==> src/rtl/d_in_pkg.sv <==
// Shared encodings and default parameters for the d_in_debounce front end.
package d_in_pkg;

    typedef enum logic [1:0] {
        ST_STABLE_LO = 2'd0,
        ST_CHK_HI    = 2'd1,
        ST_STABLE_HI = 2'd2,
        ST_CHK_LO    = 2'd3
    } state_t;

    localparam int   DEF_SYNC_STAGES   = 2;
    localparam int   DEF_STABLE_CYCLES = 8;
    localparam int   DEF_CNT_W         = 16;
    localparam logic DEF_RESET_VAL     = 1'b0;

endpackage

==> src/rtl/d_in_debounce_sync_chain.sv <==
// Multi-flop synchroniser bringing an asynchronous level into the clk domain.
module sync_chain #(
    parameter int   STAGES    = 2,
    parameter logic RESET_VAL = 1'b0
) (
    input  logic clk,
    input  logic rst_n,
    input  logic d_i,
    output logic q_o
);

    logic [STAGES-1:0] sync_q;

    // NOTE: flops with async reset use <= so every stage samples the old value of its neighbour.
    always_ff @(posedge clk or negedge rst_n) begin
        if (!rst_n) begin
            sync_q <= {STAGES{RESET_VAL}};
        end else begin
            sync_q <= {sync_q[STAGES-2:0], d_i};
        end
    end

    assign q_o = sync_q[STAGES-1];

endmodule

==> src/rtl/d_in_debounce.sv <==
// Synchronise-and-debounce stage driving the D latch input; edge pulses on RISE/FALL
// are generated only when DEBOUNCE_EDGE_PULSE_EN is defined, otherwise tied low.
module d_in_debounce
    import d_in_pkg::*;
#(
    parameter int   SYNC_STAGES   = DEF_SYNC_STAGES,
    parameter int   STABLE_CYCLES = DEF_STABLE_CYCLES,
    parameter int   CNT_W         = DEF_CNT_W,
    parameter logic RESET_VAL     = DEF_RESET_VAL
) (
    input  logic clk,
    input  logic rst,
    input  logic D_RAW,
    output logic D_OUT,
    output logic BUSY,
    output logic RISE,
    output logic FALL
);

    localparam logic [CNT_W-1:0] CNT_LIM   = CNT_W'(STABLE_CYCLES);
    localparam logic [CNT_W-1:0] CNT_ONE   = CNT_W'(1);
    localparam state_t           ST_RESET  = RESET_VAL ? ST_STABLE_HI : ST_STABLE_LO;

    logic             s;
    state_t           state_q;
    logic [CNT_W-1:0] cnt_q;
    logic             dout_q;
    logic             busy_q;
    logic             accept_hi;
    logic             accept_lo;

    sync_chain #(
        .STAGES    (SYNC_STAGES),
        .RESET_VAL (RESET_VAL)
    ) u_sync (
        .clk   (clk),
        .rst_n (rst),
        .d_i   (D_RAW),
        .q_o   (s)
    );

    // A level is accepted on the cycle a CHK state sees its final matching sample.
    assign accept_hi = (state_q == ST_CHK_HI) && s  && (cnt_q == CNT_LIM);
    assign accept_lo = (state_q == ST_CHK_LO) && !s && (cnt_q == CNT_LIM);

    always_ff @(posedge clk or negedge rst) begin
        if (!rst) begin
            state_q <= ST_RESET;
            cnt_q   <= '0;
            dout_q  <= RESET_VAL;
            busy_q  <= 1'b0;
        end else begin
            case (state_q)
                ST_STABLE_LO: begin
                    if (s) begin
                        state_q <= ST_CHK_HI;
                        cnt_q   <= CNT_ONE;
                        busy_q  <= 1'b1;
                    end
                end
                ST_CHK_HI: begin
                    if (!s) begin
                        state_q <= ST_STABLE_LO;
                        cnt_q   <= '0;
                        busy_q  <= 1'b0;
                    end else if (accept_hi) begin
                        state_q <= ST_STABLE_HI;
                        cnt_q   <= '0;
                        dout_q  <= 1'b1;
                        busy_q  <= 1'b0;
                    end else begin
                        cnt_q   <= cnt_q + CNT_ONE;
                    end
                end
                ST_STABLE_HI: begin
                    if (!s) begin
                        state_q <= ST_CHK_LO;
                        cnt_q   <= CNT_ONE;
                        busy_q  <= 1'b1;
                    end
                end
                ST_CHK_LO: begin
                    if (s) begin
                        state_q <= ST_STABLE_HI;
                        cnt_q   <= '0;
                        busy_q  <= 1'b0;
                    end else if (accept_lo) begin
                        state_q <= ST_STABLE_LO;
                        cnt_q   <= '0;
                        dout_q  <= 1'b0;
                        busy_q  <= 1'b0;
                    end else begin
                        cnt_q   <= cnt_q + CNT_ONE;
                    end
                end
                default: begin
                    state_q <= ST_RESET;
                    cnt_q   <= '0;
                    dout_q  <= RESET_VAL;
                    busy_q  <= 1'b0;
                end
            endcase
        end
    end

    assign D_OUT = dout_q;
    assign BUSY  = busy_q;

`ifdef DEBOUNCE_EDGE_PULSE_EN
    logic rise_q;
    logic fall_q;

    always_ff @(posedge clk or negedge rst) begin
        if (!rst) begin
            rise_q <= 1'b0;
            fall_q <= 1'b0;
        end else begin
            rise_q <= accept_hi;
            fall_q <= accept_lo;
        end
    end

    assign RISE = rise_q;
    assign FALL = fall_q;
`else
    assign RISE = 1'b0;
    assign FALL = 1'b0;
`endif

endmodule
==> config.mk <==
export PLATFORM = sky130hd
export DESIGN_NAME = d_in_debounce
export DESIGN_NICKNAME = d
export VERILOG_FILES = /design/src/rtl/d_in_pkg.sv /design/src/rtl/d_in_debounce_sync_chain.sv /design/src/rtl/d_in_debounce.sv
export SDC_FILE = /design/constraint.sdc
export NUM_CORES = 1
export LEC_CHECK = 0
export CORE_UTILIZATION = 28
export CTS_BUF_LIST = sky130_fd_sc_hd__clkbuf_8 sky130_fd_sc_hd__clkbuf_16
export CTS_CLUSTER_SIZE = 24
export DETAILED_ROUTE_END_ITERATION = 6
export GPL_TIMING_DRIVEN = 0
export SLEW_MARGIN = 20
export SYNTH_ARGS = -nofsm -noshare
export SYNTH_HDL_FRONTEND = slang
export SYNTH_HIERARCHICAL = 1
export SYNTH_SLANG_ARGS = --single-unit
==> constraint.sdc <==
create_clock -name clk -period 2.07 [get_ports clk]
set_clock_uncertainty 0.1 [all_clocks]
set_input_delay 0.414 -clock clk [delete_from_list [all_inputs] [get_ports clk]]
set_output_delay 0.414 -clock clk [all_outputs]
set_load 0.02 [all_outputs]
==> qor.csv <==
stage,metric,value,unit
hold_path,hold crit path type,in -> async,
sta,"Hold Vio Cnt, Final",0,
sta,Slew @ Worst Pin,753,ps
floorplanning,die area,4810,sq um
layout,antenna fix cells,0,
power,Lkg Pwr,0.615,nW
sta,fin crit period,1920,ps
logic_synthesis,Synth area leaders,"dfrtp_1 43%, a31oi_1 7.9%, nand3_1 4.3%",
logic_synthesis,"EDFF count, synth",0,
logic_synthesis,"Async S/R FF share, synth",100,%
clocking,CTS Buf Count,3,
setup_path,r2r endpoint,cnt_q[13],
sta,fmax,521,MHz
sta,period utilization,92.8,%
detailed_routing,DRC marker count from the first detailed-route iteration,57,
logic_synthesis,biggest area consumer among synthesized cells,dfrtp_1,
logic_synthesis,Synth cell types,37,
placed_design,Post-DP HPWL,2000,um
floorplanning,die width,69.4,um
setup_path,flop2flop setup slack,150,ps
clocking,CTS sink count,22,
detailed_routing,Avg WL per Cell,14.6,um
setup_path,Worst Path Max Fanout,10,
grt,GRT Util Overall,12.4,%
setup_path,"Req. time, crit path",2100,ps
layout,"commonest non-fill, non-tap cell in the layout",dfrtp_1,
placed_design,IO buf count,4,
grt,vias in the first global route,1014,
logic_synthesis,Yosys top cell area share,43.3,%
sta,Hold Slack,1.46,ps
detailed_routing,vias per inst,5.75,
layout,Multi-input gate area,637,sq um
logic_synthesis,"FF+latch count, synth",22,
logic_synthesis,register area share after synthesis,43.3,%
clocking,Worst-Skew Late Latency,270,ps
detailed_routing,number of nets still failing antenna checks after routing,0,
sta,count of pins over their slew limit,0,
floorplanning,row count,24,
clocking,Worst-path clk slew,80,ps
clocking,H-tree Lvls,1,
layout,area delta synth->final,17.8,%
flow_run,Max Cap Violations,0,
setup_path,Worst setup startpoint,cnt_q[1],
outcome,status,"complete, no violations",
placed_design,RD Place Congestion,0.832,
detailed_routing,drt first pass iters,4,
grt,initial antenna violation count,0,
layout,nets@finish,155,
grt,first-pass GRT wire length,4820,um
layout,share of cells above drive strength 1,19.5,%
grt,pin count of the biggest net entering global routing,23,
sta,RSZ-0062 raised after global routing,no,
detailed_routing,Post-Route WL,2930,um
logic_synthesis,top_reg_cell synth,dfrtp_1,
sta,# setup viols final,0,
floorplanning,Initial Util,29.2,%
logic_synthesis,Syn Area/Cell,9.35,sq um
floorplanning,core box area,4350,sq um
logic_synthesis,Post-Syn Instances,136,
detailed_routing,via count,1156,
floorplanning,die span in y,69.4,um
logic_synthesis,Ys Warns,6,
layout,fill count,441,
setup_path,Reg-to-Reg Start,cnt_q[1],
detailed_routing,# DRC,0,
clocking,CTS root buf,clkbuf_8,
setup_path,FF-to-FF path depth,8,
clocking,CTS tree,done,
layout,"commonest non-fill, non-tap cells in the layout","22 x dfrtp_1, 16 x a31oi_1, 11 x nand3_1",
power,PwrDens,1060,nW/um^2
layout,Reg area,551,sq um
floorplanning,I/O pin count,7,
setup_path,"Worst Path Class, Setup",reg -> reg,
setup_path,Crit. End Element,flip-flop,
sta,setup_tns,0,ps
power,worst vdd ir,0.593,mV
setup_path,Setup crit start kind,flip-flop,
logic_synthesis,area of the mapped netlist,1270,sq um
grt,gr ovfl total,0,
clocking,Max Buffers Root-to-Sink,2,
setup_path,CP Data Arrival Time,1950,ps
layout,final core occ,34.4,%
sta,Rel. slew slack,49.6,%
[critical path: stages (launching register included)]
cell     delay (ps)
dfrtp_1         420
inv_1            90
ha_1            150
nor4b_2         190
nand4_1         270
buf_6           230
buf_4           160
a31oi_1         130
a31oi_1          50
[how the worst max path moves through the flow]
stage,endpoint,slack [ps],cells after the start
final,cnt_q[13],150,8
after global routing,cnt_q[12],2,8
after CTS,cnt_q[13],50,8
after detailed placement,cnt_q[13],80,8
after global placement,cnt_q[13],80,8
after floorplan,flip-flop,340,6
[cells by family (layout without fill, tap and decap cells)]
family / after synthesis / after routing / share of synthesized area (%)
DFF: 22 / 22 / 43.3
muxes: 2 / 2 / 1.67
xor gates and xnor gates: 2 / 2 / 1.38
adders and majority gates: 2 / 2 / 1.97
and+or+nand+nor: 51 / 51 / 24.2
AOI/OAI and AO/OA: 36 / 36 / 19.0
other: 1 / 2 / 0.295
buffers and inverters: 20 / 32 / 8.17
[flip-flops by register name, indices dropped and copies added (netlist names), named ones only]
name,count
state_q,1
u_sync/sync_q,2
cnt_q,16
BUSY,1
D_OUT,1
[stage by stage]
stage	power [mW]	std cells	area (sq um)	setup slack, ps
4_1_cts	1.55	197	1450	51.4
3_3_place_gp	1.13	193	1380	79.4
6_report	1.59	201	1500	150
3_5_place_dp	1.14	193	1380	79.9
5_1_grt	1.69	201	1500	2.24
2_1_floorplan	0.993	137	1270	342
[cells in the mapped netlist (3+ instances only)]
| cell | instances |
|---|---|
| inv_1 | 9 |
| dfrtp_1 | 22 |
| buf_4 | 7 |
| o22ai_1 | 3 |
| nor3_1 | 4 |
| a21oi_1 | 4 |
| nand3_1 | 11 |
| a31oi_1 | 16 |
| nand4_1 | 6 |
| nand2b_1 | 3 |
| a41oi_1 | 5 |
| nand2_1 | 8 |
| nor2_1 | 3 |
[what timing repair did]
item / 4_1_cts / 5_1_grt
hold buffers: 0 / 0
resized for setup: 0 / 9
setup endpoints to repair: 0 / 16
buffers inserted: 0 / 3
[routing by layer]
metal / up-vias / wire length, um / track usage, %
met5: - / 0 / 0
met4: 0 / 49 / 5.44
met3: 6 / 179 / 1.74
met2: 46 / 1470 / 20.3
met1: 568 / 1230 / 16.2
li1: 536 / - / -
[area by class of cell]
cell class,count,share of cell area [%]
inverters,9,2.26
repair buffers,8,4.18
flip-flops and latches,22,36.8
well taps,52,4.34
clock inverters,1,2.01
plain buffers,11,5.18
multi-input cells,95,42.5
clock buffers,3,2.76
[power breakdown]
| part | internal, mW | switching (mW) |
|---|---|---|
| Clock | 0.258 | 0.145 |
| Sequential | 0.488 | 0.0403 |
| Combinational | 0.274 | 0.383 |
| Total | 1.02 | 0.569 |
(Power assumes the default switching activity.)
